--- src/rtl/bram_port_master.sv ---
// bram_port_master: valid/ready initiator for one byte-masked BRAM port with an in-order read response FIFO
//   clk_i, rstn_i                 clock, async active-low reset
//   req_valid_i/req_ready_o       request handshake; req_wr_i selects write, req_addr_i/req_data_i/req_mask_i fields
//   rsp_valid_o/rsp_ready_i       read response handshake; rsp_data_o is read data in request order
//   bram_cmd_en_o..bram_mask_o    combinational command drive to the BRAM port
//   bram_data_i                   BRAM registered read data, valid one cycle after a read command
//   busy_o                        read in flight or responses pending
module bram_port_master #(
  parameter int DATA_WIDTH = 32,
  parameter int BRAM_DEPTH = 128,
  parameter int RSP_DEPTH = 4,
  localparam int ADDR_WIDTH = $clog2(BRAM_DEPTH),
  localparam int MASK_WIDTH = DATA_WIDTH / 8
) (
  input  logic                  clk_i,
  input  logic                  rstn_i,
  input  logic                  req_valid_i,
  output logic                  req_ready_o,
  input  logic                  req_wr_i,
  input  logic [ADDR_WIDTH-1:0] req_addr_i,
  input  logic [DATA_WIDTH-1:0] req_data_i,
  input  logic [MASK_WIDTH-1:0] req_mask_i,
  output logic                  rsp_valid_o,
  input  logic                  rsp_ready_i,
  output logic [DATA_WIDTH-1:0] rsp_data_o,
  output logic                  bram_cmd_en_o,
  output logic                  bram_wr_en_o,
  output logic [ADDR_WIDTH-1:0] bram_addr_o,
  output logic [DATA_WIDTH-1:0] bram_data_o,
  output logic [MASK_WIDTH-1:0] bram_mask_o,
  input  logic [DATA_WIDTH-1:0] bram_data_i,
  output logic                  busy_o
);
  localparam int PW = RSP_DEPTH > 1 ? $clog2(RSP_DEPTH) : 1;
  localparam int CW = $clog2(RSP_DEPTH + 1);
  localparam logic [PW-1:0] LAST = PW'(RSP_DEPTH - 1);
  localparam logic [CW:0] CREDITS = (CW+1)'(RSP_DEPTH);
  logic                  inflight_q, inflight_d;
  logic [CW-1:0]         count_q, count_d;
  logic [PW-1:0]         wr_ptr_q, wr_ptr_d, rd_ptr_q, rd_ptr_d;
  logic [DATA_WIDTH-1:0] mem_q [RSP_DEPTH];
  logic                  fire, push, pop;
  // A read in flight already owns a FIFO slot, so the FIFO can never overflow.
  assign req_ready_o = ({1'b0, count_q} + {{CW{1'b0}}, inflight_q}) < CREDITS;
  assign fire = req_valid_i & req_ready_o;
  assign push = inflight_q;
  assign pop = rsp_valid_o & rsp_ready_i;
  assign rsp_valid_o = count_q != '0;
  assign rsp_data_o = mem_q[rd_ptr_q];
  assign busy_o = inflight_q | rsp_valid_o;
  assign bram_cmd_en_o = fire;
  assign bram_wr_en_o = fire & req_wr_i;
  assign bram_addr_o = req_addr_i;
  assign bram_data_o = req_data_i;
  assign bram_mask_o = fire ? req_mask_i : '0;
  always_comb begin
    inflight_d = fire & ~req_wr_i;
    wr_ptr_d = push ? (wr_ptr_q == LAST ? '0 : wr_ptr_q + 1'b1) : wr_ptr_q;
    rd_ptr_d = pop ? (rd_ptr_q == LAST ? '0 : rd_ptr_q + 1'b1) : rd_ptr_q;
    count_d = count_q + CW'(push) - CW'(pop);
  end
  always_ff @(posedge clk_i or negedge rstn_i) begin
    if (!rstn_i) begin
      inflight_q <= 1'b0;
      count_q <= '0;
      wr_ptr_q <= '0;
      rd_ptr_q <= '0;
    end else begin
      inflight_q <= inflight_d;
      count_q <= count_d;
      wr_ptr_q <= wr_ptr_d;
      rd_ptr_q <= rd_ptr_d;
    end
  end
  // Storage needs no reset: entries are only visible once counted.
  always_ff @(posedge clk_i) begin
    if (push) mem_q[wr_ptr_q] <= bram_data_i;
  end
endmodule

--- config.mk ---
export PLATFORM = sky130hd
export DESIGN_NAME = bram_port_master
export DESIGN_NICKNAME = d
export VERILOG_FILES = /design/src/rtl/bram_port_master.sv
export SDC_FILE = /design/constraint.sdc
export NUM_CORES = 1
export LEC_CHECK = 0
export BUFFER_PORTS_ARGS = -buffer_cell sky130_fd_sc_hd__buf_2
export CAP_MARGIN = 25
export CORE_UTILIZATION = 52
export DETAILED_ROUTE_END_ITERATION = 10
export GPL_ROUTABILITY_DRIVEN = 0
export PLACE_DENSITY = 0.88
export SLEW_MARGIN = 40
export SYNTH_ARGS = -nofsm -noshare
export SYNTH_HDL_FRONTEND = slang
export SYNTH_SLANG_ARGS = --single-unit
--- constraint.sdc ---
create_clock -name clk_i -period 2.6 [get_ports clk_i]
set_input_delay 0.52 -clock clk_i [delete_from_list [all_inputs] [get_ports clk_i]]
set_output_delay 0.52 -clock clk_i [all_outputs]
set_load 0.03 [all_outputs]
==> impl_metrics.csv, run 1 <==
group,metric,value,unit
run_status,status,"completed",
synth,synth_seq_area_share,72.4,%
worst_setup_path,worstSetupStartpointType,"register",
layout,final_common_cell,"edfxtp_1",
clock_tree,cts_buffers,17,
floorplanning,die_w,106,um
timing,worst_slew_pin_slew,512,ps
layout,drive_gt1_share,48.3,%
layout,fillers,690,
worst_setup_path,cp.arrival,1990,ps
synth,synth_area,0.00559,mm2
layout,nNetsFinal,426,
run,cap_violations,0,
timing,slew_headroom,65.6,%
global_route,track_usage,18.4,%
routing,drt-initial-drc-count,142,
worst_setup_path,slowest_stage,"dfrtp_2",
worst_setup_path,crit_type,"register to output pin",
timing,hold_viol,0,
routing,routed_wl,9.77,mm
power_and_ir_drop,comb_power_share,31.3,%
power_and_ir_drop,max-vdd-ir-drop,0.635,mV
place,port-buffer-count,81,
synth,postSynthCellCount,274,
synth,synth_area_per_cell,20.4,um2
timing,skew,5.11,ps
routing,antenna_left,0,
power_and_ir_drop,seqPwrFrac,38.3,%
global_route,grt_pass1_vias,2742,
routing,num_vias,2703,
timing,setup_viol,0,
worst_setup_path,crit_buf_inv,2,
timing,fin_crit_sh,96.7,%
power_and_ir_drop,switchingPower,0.00244,W
synth,synth_nets,363,
synth,synth-seq-cells,136,
power_and_ir_drop,p_per_area,1130,mW/mm2
place,pre_cts_ws,314,ps
layout,n_antenna_cell,0,
timing,finalSetupTns,0,ps
worst_setup_path,cp_top_family,"flip-flops",
layout,area.growth.synth_to_final,16.9,%
floorplanning,fp.coreArea,0.0104,mm2
routing,route.detailed.wl_per_inst,20.1,um
global_route,grt_pass1_wl,14.7,mm
power_and_ir_drop,switching_share,33.0,%
power_and_ir_drop,intPower,0.00496,W
clock_tree,path_clk_slew,60,ps
power_and_ir_drop,clockPowerShare,30.4,%
timing,fmax,398,MHz
routing,avgViaCountPerCell,5.56,
worst_setup_path,slowest_delay,660,ps
timing,final.setup.worst_slack,86.4,ps
worst_setup_path,worstSetupEndpointType,"output pin",
floorplanning,die_area,0.0112,mm2
synth,ys.flop_type,"edfxtp_1",
synth,ys_async_sr_fraction,5.88,%
worst_setup_path,crit_fanout,18,
timing,slew_viol_final,0,
layout,final_cell_mix,"edfxtp_1, buf_2, mux4_2",
power_and_ir_drop,p_leak,2.33,nW
synth,synth.distinct_cells,30,
clock_tree,root_buffer,"clkbuf_8",
clock_tree,cts_htree_levels,4,
worst_setup_path,path_cells,"buf_4 > mux4_1 > buf_2",
routing,first_pass_iters,4,
hold_path,hold_class,"input pin to register",
timing,fin_crit,2510,ps
clock_tree,clock_sink_count,136,
global_route,globalRoute.totalOverflow,0,
routing,drc_errors,0,
synth,synth_edf_count,128,
synth,yosysWarnings,0,
worst_setup_path,worstPathRequired,2080,ps
floorplanning,die_h,106,um
clock_tree,cts_tree,"done",
clock_tree,cts_buffer_depth,2,
layout,utilization,63.0,%
global_route,grt_max_degree,33,
timing,rsz0062_at_grt,"false",
floorplanning,rows,37,
clock_tree,clk_latency,510,ps
global_route,antenna_found_initial,1,
place,hpwlAfterDp,5.55,mm
floorplanning,boundaryPins,160,
floorplanning,start_util,53.9,%
-- layer usage --
layer  GRT usage (%)  up-vias  part of all wire, %
li1                -     1184                    -
met1            22.4     1361                   40
met2            30.0      130                   50
met3            6.93       28                  8.1
met4            6.94        0                  1.7
met5               0        -                    0
-- power by group through the flow --
stage	clock network, W	registers [W]	logic [W]
2_1_floorplan	0	0.00272	0.00195
3_3_place_gp	0	0.00288	0.00216
3_5_place_dp	0	0.00289	0.00219
4_1_cts	0.00228	0.00283	0.00230
5_1_grt	0.00237	0.00286	0.00248
6_report	0.00225	0.00283	0.00232
-- final cells by class --
cell class	instances	area [um2]	area share, %
repair buffers	95	551	8.43
well taps	136	170	2.61
clock inverters	14	151	2.32
multi-input cells	75	1150	17.5
clock buffers	18	418	6.40
flip-flops and latches	136	4050	62.0
inverters	12	45.0	0.690
-- cell usage after synthesis, types with 3 or more instances --
library cell,number,area share [%]
ha_1,8,1.8
mux4_2,28,11
buf_4,39,5.2
buf_12,3,1.1
mux4_1,4,1.9
dfrtp_1,8,3.6
edfxtp_1,128,69
nand4_1,5,0.56
and2_1,4,0.45
inv_1,12,0.81
o32ai_1,6,0.94
buf_2,5,0.45
clkbuf_1,3,0.20
-- timing repair --
action / in CTS / in global routing
hold buffers: 1 / 0
setup buffers: 4 / 1
resized for setup: 1 / 13
hold endpoints to repair: 8 / 0
setup endpoints to repair: 23 / 7
-- per-stage QoR --
step | area (um2) | power (W) | hold WS [ps] | std cells
after global routing | 6530 | 0.00771 | 205 | 486
after floorplan | 5590 | 0.00467 | 224 | 274
after detailed placement | 5850 | 0.00508 | 376 | 448
after global placement | 5850 | 0.00504 | 374 | 448
final | 6530 | 0.00740 | 222 | 486
after CTS | 6460 | 0.00741 | 201 | 485
-- cell families (layout without fill, tap and decap cells) --
group,Yosys count,in the layout,share of synthesized area [%]
muxes,34,34,13.6
buffers and inverters,63,139,7.97
adders and majority gates,9,9,2.15
AOI/OAI and AO/OA,12,12,1.66
xor gates and xnor gates,1,1,0.157
and+or+nand+nor,19,19,2.08
DFF,136,136,72.4
-- worst paths after layout --
kind	from	endpoint	slack, ps	cells past startpoint
max	rd_ptr_q[1]	rsp_data_o[1]	90	3
min	bram_data_i[20]	mem_q[0][20]	220	1
max reg2reg	count_q[0]	count_q[2]	300	8
min reg2reg	wr_ptr_q[1]	wr_ptr_q[1]	630	2
max in group asynchronous	rstn_i	rd_ptr_q[0]	2030	2
min in group asynchronous	rstn_i	count_q[0]	380	2
-- state kept, by name, indices dropped and copies added, names as in the netlist --
| signal | flops |
|---|---|
| count_q | 3 |
| wr_ptr_q | 2 |
| rd_ptr_q | 2 |
| inflight_q | 1 |
| mem_q | 128 |
No activity file was read; power rests on OpenSTA's default activity.
==> run 2: changes to the inputs <==
- GPL_TIMING_DRIVEN: default -> 0
==> run 2 against run 1 <==
  * Worst setup slack lost 9.1 ps
  * Global-route usage grew 0.32 points
  * Routed wire length grew 2.3%
  * Cell count up 16%
  * Core utilization is 3.6 points higher
  * Final area up 5.8%
  * Die area unchanged
  * Largest cell class unchanged
  * Largest power group unchanged
  * Highest routed layer unchanged
==> impl_metrics.csv, run 2 (synthesized netlist as in run 1, its figures left out) <==
group,metric,value,unit
layout,final_common_cell,"edfxtp_1",
layout,largest_reg_flops,128,
worst_setup_path,cp.arrival,2000,ps
run,cap_violations,0,
clock_tree,clock_sink_count,136,
timing,skew,12.8,ps
routing,antenna_left,0,
routing,first_pass_iters,4,
routing,num_vias,2963,
clock_tree,cts_buffers,17,
floorplanning,fp.coreArea,0.0104,mm2
floorplanning,start_util,53.9,%
worst_setup_path,r2r_end,"count_q[2]",
layout,regMostFlops,"mem_q",
routing,drc_errors,0,
layout,regArea,0.00405,mm2
layout,fillers,708,
global_route,globalRoute.totalOverflow,0,
hold_path,hold_end,"mem_q[2][24]",
power_and_ir_drop,p_total,0.00726,W
layout,fin_cells,563,
clock_tree,root_buffer,"clkbuf_8",
layout,multi_input_area,0.00112,mm2
place,hpwlAfterDp,6.18,mm
routing,drt-initial-drc-count,126,
global_route,grt_pass1_vias,3020,
floorplanning,boundaryPins,160,
floorplanning,die_h,106,um
clock_tree,cts_tree,"done",
run_status,status,"completed",
timing,slew_viol_final,0,
layout,nNetsFinal,504,
worst_setup_path,worstSetupStartpointType,"register",
global_route,track_usage,18.7,%
worst_setup_path,reg2regPathDepth,9,
worst_setup_path,slowest_delay,430,ps
timing,hold_viol,0,
worst_setup_path,crit_type,"register to output pin",
clock_tree,cts_buffer_depth,2,
floorplanning,rows,37,
timing,setup_viol,0,
worst_setup_path,reg2reg_from,"count_q[1]",
timing,fmax,396,MHz
routing,route.detailed.wl_per_inst,17.8,um
floorplanning,die_area,0.0112,mm2
worst_setup_path,worstPathRequired,2080,ps
place,dp_cells,529,
power_and_ir_drop,p_leak,2.63,nW
timing,slew_headroom,67.0,%
timing,fin_crit,2520,ps
clock_tree,cts_htree_levels,4,
layout,drive_gt1_share,54.6,%
layout,area.growth.synth_to_final,23.7,%
global_route,grt_max_degree,33,
hold_path,min-delay-start,"bram_data_i[24]",
timing,worst_slew_pin_slew,491,ps
hold_path,hold_path_depth,1,
clock_tree,clk_latency,510,ps
layout,n_antenna_cell,0,
timing,fin_crit_sh,97.0,%
global_route,grt_pass1_wl,15.2,mm
power_and_ir_drop,p_per_area,1050,mW/mm2
power_and_ir_drop,max-vdd-ir-drop,0.571,mV
worst_setup_path,r2r_slack,230,ps
worst_setup_path,path_cells,"ha_1 > o211a_4 > o32ai_1 > buf_4",
layout,final_cell_mix,"edfxtp_1, buf_2, buf_4",
global_route,antenna_found_initial,0,
layout,reg_top3,"mem_q x128, count_q x3",
worst_setup_path,slowest_stage,"dfrtp_1",
worst_setup_path,crit_fanout,8,
hold_path,hold_class,"input pin to register",
worst_setup_path,worstSetupEndpointType,"output pin",
floorplanning,die_w,106,um
place,port-buffer-count,119,
routing,routed_wl,10.0,mm
clock_tree,path_clk_slew,60,ps
routing,avgViaCountPerCell,5.26,
run 2: cell count changes in the layout (fill, tap and decap cells not counted), moves of 4 or more:
cell,change
and2_2,-4
and2_4,+4
buf_2,+40
buf_4,+30
clkbuf_1,+6
o32ai_1,+4
o32ai_2,-4
run 2: power breakdown:
part / switching, W / total [W] / internal (W)
clock: 0.000796 / 0.00194 / 0.00115
sequential: 0.0000829 / 0.00270 / 0.00262
combinational: 0.00156 / 0.00262 / 0.00105
run 2: routing by layer:
metal / GRT usage, % / share of wire, % / up-vias
met4: 7.14 / 0.59 / 0
met3: 5.81 / 6.2 / 6
met1: 21.9 / 40 / 1482
met2: 32.4 / 53 / 136
met5: 0 / 0 / -
li1: - / - / 1339
run 2: area by class of cell:
| cell class | instances | area share (%) |
|---|---|---|
| Buffer | 51 | 5.90 |
| Clock buffer | 21 | 6.21 |
| Clock inverter | 10 | 0.833 |
| Inverter | 12 | 0.652 |
| Multi-Input combinational cell | 75 | 16.2 |
| Sequential cell | 136 | 58.5 |
| Tap cell | 136 | 2.46 |
| Timing Repair Buffer | 122 | 9.16 |
run 2: worst max-delay path, delay by kind of cell, from the launching register on:
kind	cells	cell delay, ps
buffers and inverters	1	220
adder cells (fa/ha/maj)	1	230
flip-flops	1	430
AO/OA/AOI/OAI	2	610
run 2: how the worst max path moves through the flow:
stage,depth (start not counted),end,start,slack [ps]
global placement,3,mem_q[2][6],inflight_q,-20
CTS,4,rsp_data_o[17],rd_ptr_q[1],-6
global route,4,bram_wr_en_o,count_q[1],-20
finish,4,bram_wr_en_o,count_q[2],80
floorplan,3,bram_mask_o[0],count_q[1],310
detailed placement,8,count_q[2],count_q[1],320
run 2: repair_timing:
action / CTS / global route
gates resized for setup: 4 / 7
hold buffers: 1 / 0
cloned: 0 / 0
hold endpoints to repair: 8 / 0
pin swaps: 0 / 1
setup buffers: 0 / 2
endpoints found under the setup margin: 4 / 22
run 2: metrics by stage:
step	hold WS, ps	util [%]	TNS, ps	instance area [um2]	setup slack [ps]
5_1_grt	199	66.6	-16.9	6910	-16.9
4_1_cts	201	66.3	-8.61	6880	-6.36
2_1_floorplan	224	-	0	5590	305
3_3_place_gp	369	61.2	-441	6350	-15.7
6_report	225	66.6	0	6910	77.3
3_5_place_dp	372	61.3	0	6360	323
==> run 3: changes to the inputs <==
- CORE_ASPECT_RATIO: default -> 0.8
- CORE_MARGIN: default -> 5
==> run 3 against run 2 <==
  * Core utilization grew 0.23 points
  * Critical path depth is the same
  * Critical path type unchanged
  * Worst setup slack lost 31 ps
  * Fmax shrank 1.2%
  * Sequential share of layout area shrank 0.19 points
  * Via count grew 0.71%
  * Final area grew 0.29%
  * Total power grew 2.4%
  * Clock skew shrank 7.5 ps
  * Global-route usage shrank 2.1 points
  * Routed wire length grew 4.4%
==> impl_metrics.csv, run 3 (synthesized netlist as in run 1, its figures left out) <==
group,metric,value,unit
floorplanning,boundaryPins,160,
layout,drive_gt1_share,54.7,%
global_route,globalRoute.totalOverflow,0,
clock_tree,cts_buffers,17,
power_and_ir_drop,max-vdd-ir-drop,0.754,mV
worst_setup_path,worstSetupStartpointType,"register",
global_route,track_usage,16.6,%
run_status,status,"completed",
timing,skew,5.26,ps
power_and_ir_drop,p_total,0.00743,W
timing,setup_viol,0,
layout,regMostFlops,"mem_q",
floorplanning,fp.coreArea,0.0104,mm2
hold_path,hold_class,"input pin to register",
layout,largest_reg_flops,128,
routing,antenna_left,0,
floorplanning,rows,33,
power_and_ir_drop,p_leak,2.65,nW
global_route,grt_pass1_wl,16.1,mm
timing,slew_headroom,61.9,%
timing,slew_viol_final,0,
timing,final.setup.worst_slack,46.1,ps
worst_setup_path,crit_fanout,8,
worst_setup_path,crit_type,"register to output pin",
hold_path,hold_path_depth,1,
floorplanning,die_w,126,um
clock_tree,root_buffer,"clkbuf_16",
global_route,antenna_found_initial,1,
clock_tree,cts_buffer_depth,2,
clock_tree,clock_sink_count,136,
worst_setup_path,cp.arrival,2030,ps
clock_tree,cts_htree_levels,4,
worst_setup_path,worstPathRequired,2080,ps
worst_setup_path,reg2regPathDepth,8,
floorplanning,die_h,103,um
clock_tree,cts_setup_buffers,0,
place,port-buffer-count,119,
global_route,grt_pass1_vias,3129,
global_route,grt_max_degree,33,
place,hpwlAfterDp,7.05,mm
timing,worst_slew_pin_slew,566,ps
routing,route.detailed.wl_per_inst,18.4,um
layout,reg_top3,"mem_q x128, count_q x3",
floorplanning,die_area,0.0129,mm2
run,cap_violations,0,
place,pre_cts_ws,291,ps
timing,fin_crit_sh,98.2,%
layout,nNetsFinal,502,
clock_tree,path_clk_slew,60,ps
routing,drc_errors,0,
routing,avgViaCountPerCell,5.27,
timing,fin_crit,2550,ps
place,dp_cells,533,
worst_setup_path,worstSetupEndpointType,"output pin",
routing,first_pass_iters,4,
layout,final_cell_mix,"edfxtp_1, buf_2, buf_4",
clock_tree,cts_tree,"done",
layout,final_common_cell,"edfxtp_1",
layout,area.growth.synth_to_final,24.1,%
layout,n_antenna_cell,0,
timing,fmax,392,MHz
layout,fin_cells,566,
routing,routed_wl,10.4,mm
timing,rsz0062_at_grt,"true",
routing,drt-initial-drc-count,196,
power_and_ir_drop,p_per_area,1070,mW/mm2
clock_tree,clk_latency,410,ps
routing,num_vias,2984,
layout,utilization,66.9,%
floorplanning,start_util,53.9,%
timing,hold_viol,0,
==> run 3: changes by cell type in the layout (fill, tap and decap cells not counted), sizes merged <==
cell,previous run,this run
clkinvlp,4,3
clkbuf,27,22
buf,166,167
clkinv,6,9
bufinv,0,1
==> run 3: critical path: stages (launching register included) <==
cell and delay, ps:
dfrtp_1 460, ha_1 250, o211a_1 330, o32ai_1 330
buf_2 260
==> run 3: layer usage <==
metal	up-vias	GRT usage, %	wire, um
met5	-	0	13
met4	2	5.19	78
li1	1340	-	-
met3	8	5.85	830
met2	136	28.5	5410
met1	1498	20.2	4110
==> run 3: worst paths after layout <==
path	start	end	slack, ps
max in group asynchronous	rstn_i	wr_ptr_q[1]	1940
hold reg to reg	inflight_q	count_q[0]	520
min in group asynchronous	rstn_i	count_q[2]	490
setup / recovery	count_q[1]	bram_mask_o[0]	50
hold / removal	bram_data_i[18]	mem_q[3][18]	320
setup reg to reg	count_q[1]	count_q[2]	230
==> run 3: per-stage QoR <==
| stage | hold WS (ps) | cell area [um2] | setup TNS, ps |
|---|---|---|---|
| after floorplan | 224 | 5590 | 0 |
| after global placement | 370 | 6360 | -4680 |
| after detailed placement | 376 | 6370 | 0 |
| after CTS | 310 | 6920 | 0 |
| after global routing | 310 | 6930 | -60.4 |
| final | 323 | 6930 | 0 |
==> run 3: what timing repair did <==
| action | CTS | global route |
|---|---|---|
| resized for setup | 0 | 3 |
| endpoints found under the setup margin | 0 | 2 |
| hold buffers | 1 | 0 |
| hold endpoints to repair | 8 | 0 |
==> run 3: layout make-up <==
cell class / count / area, um2
Multi-Input combinational cell: 75 / 1110
Clock buffer: 19 / 433
Timing Repair Buffer: 120 / 611
Tap cell: 140 / 175
Fill cell: 728 / 3430
Sequential cell: 136 / 4040
Buffer: 51 / 400
Inverter: 12 / 45.0
Clock inverter: 13 / 108
==> run 3: where the power goes <==
part           total (W)  switching, W  internal (W)
Sequential       0.00270     0.0000872       0.00262
Combinational    0.00259       0.00157       0.00102
Clock            0.00214      0.000835       0.00130
Total            0.00743       0.00249       0.00494
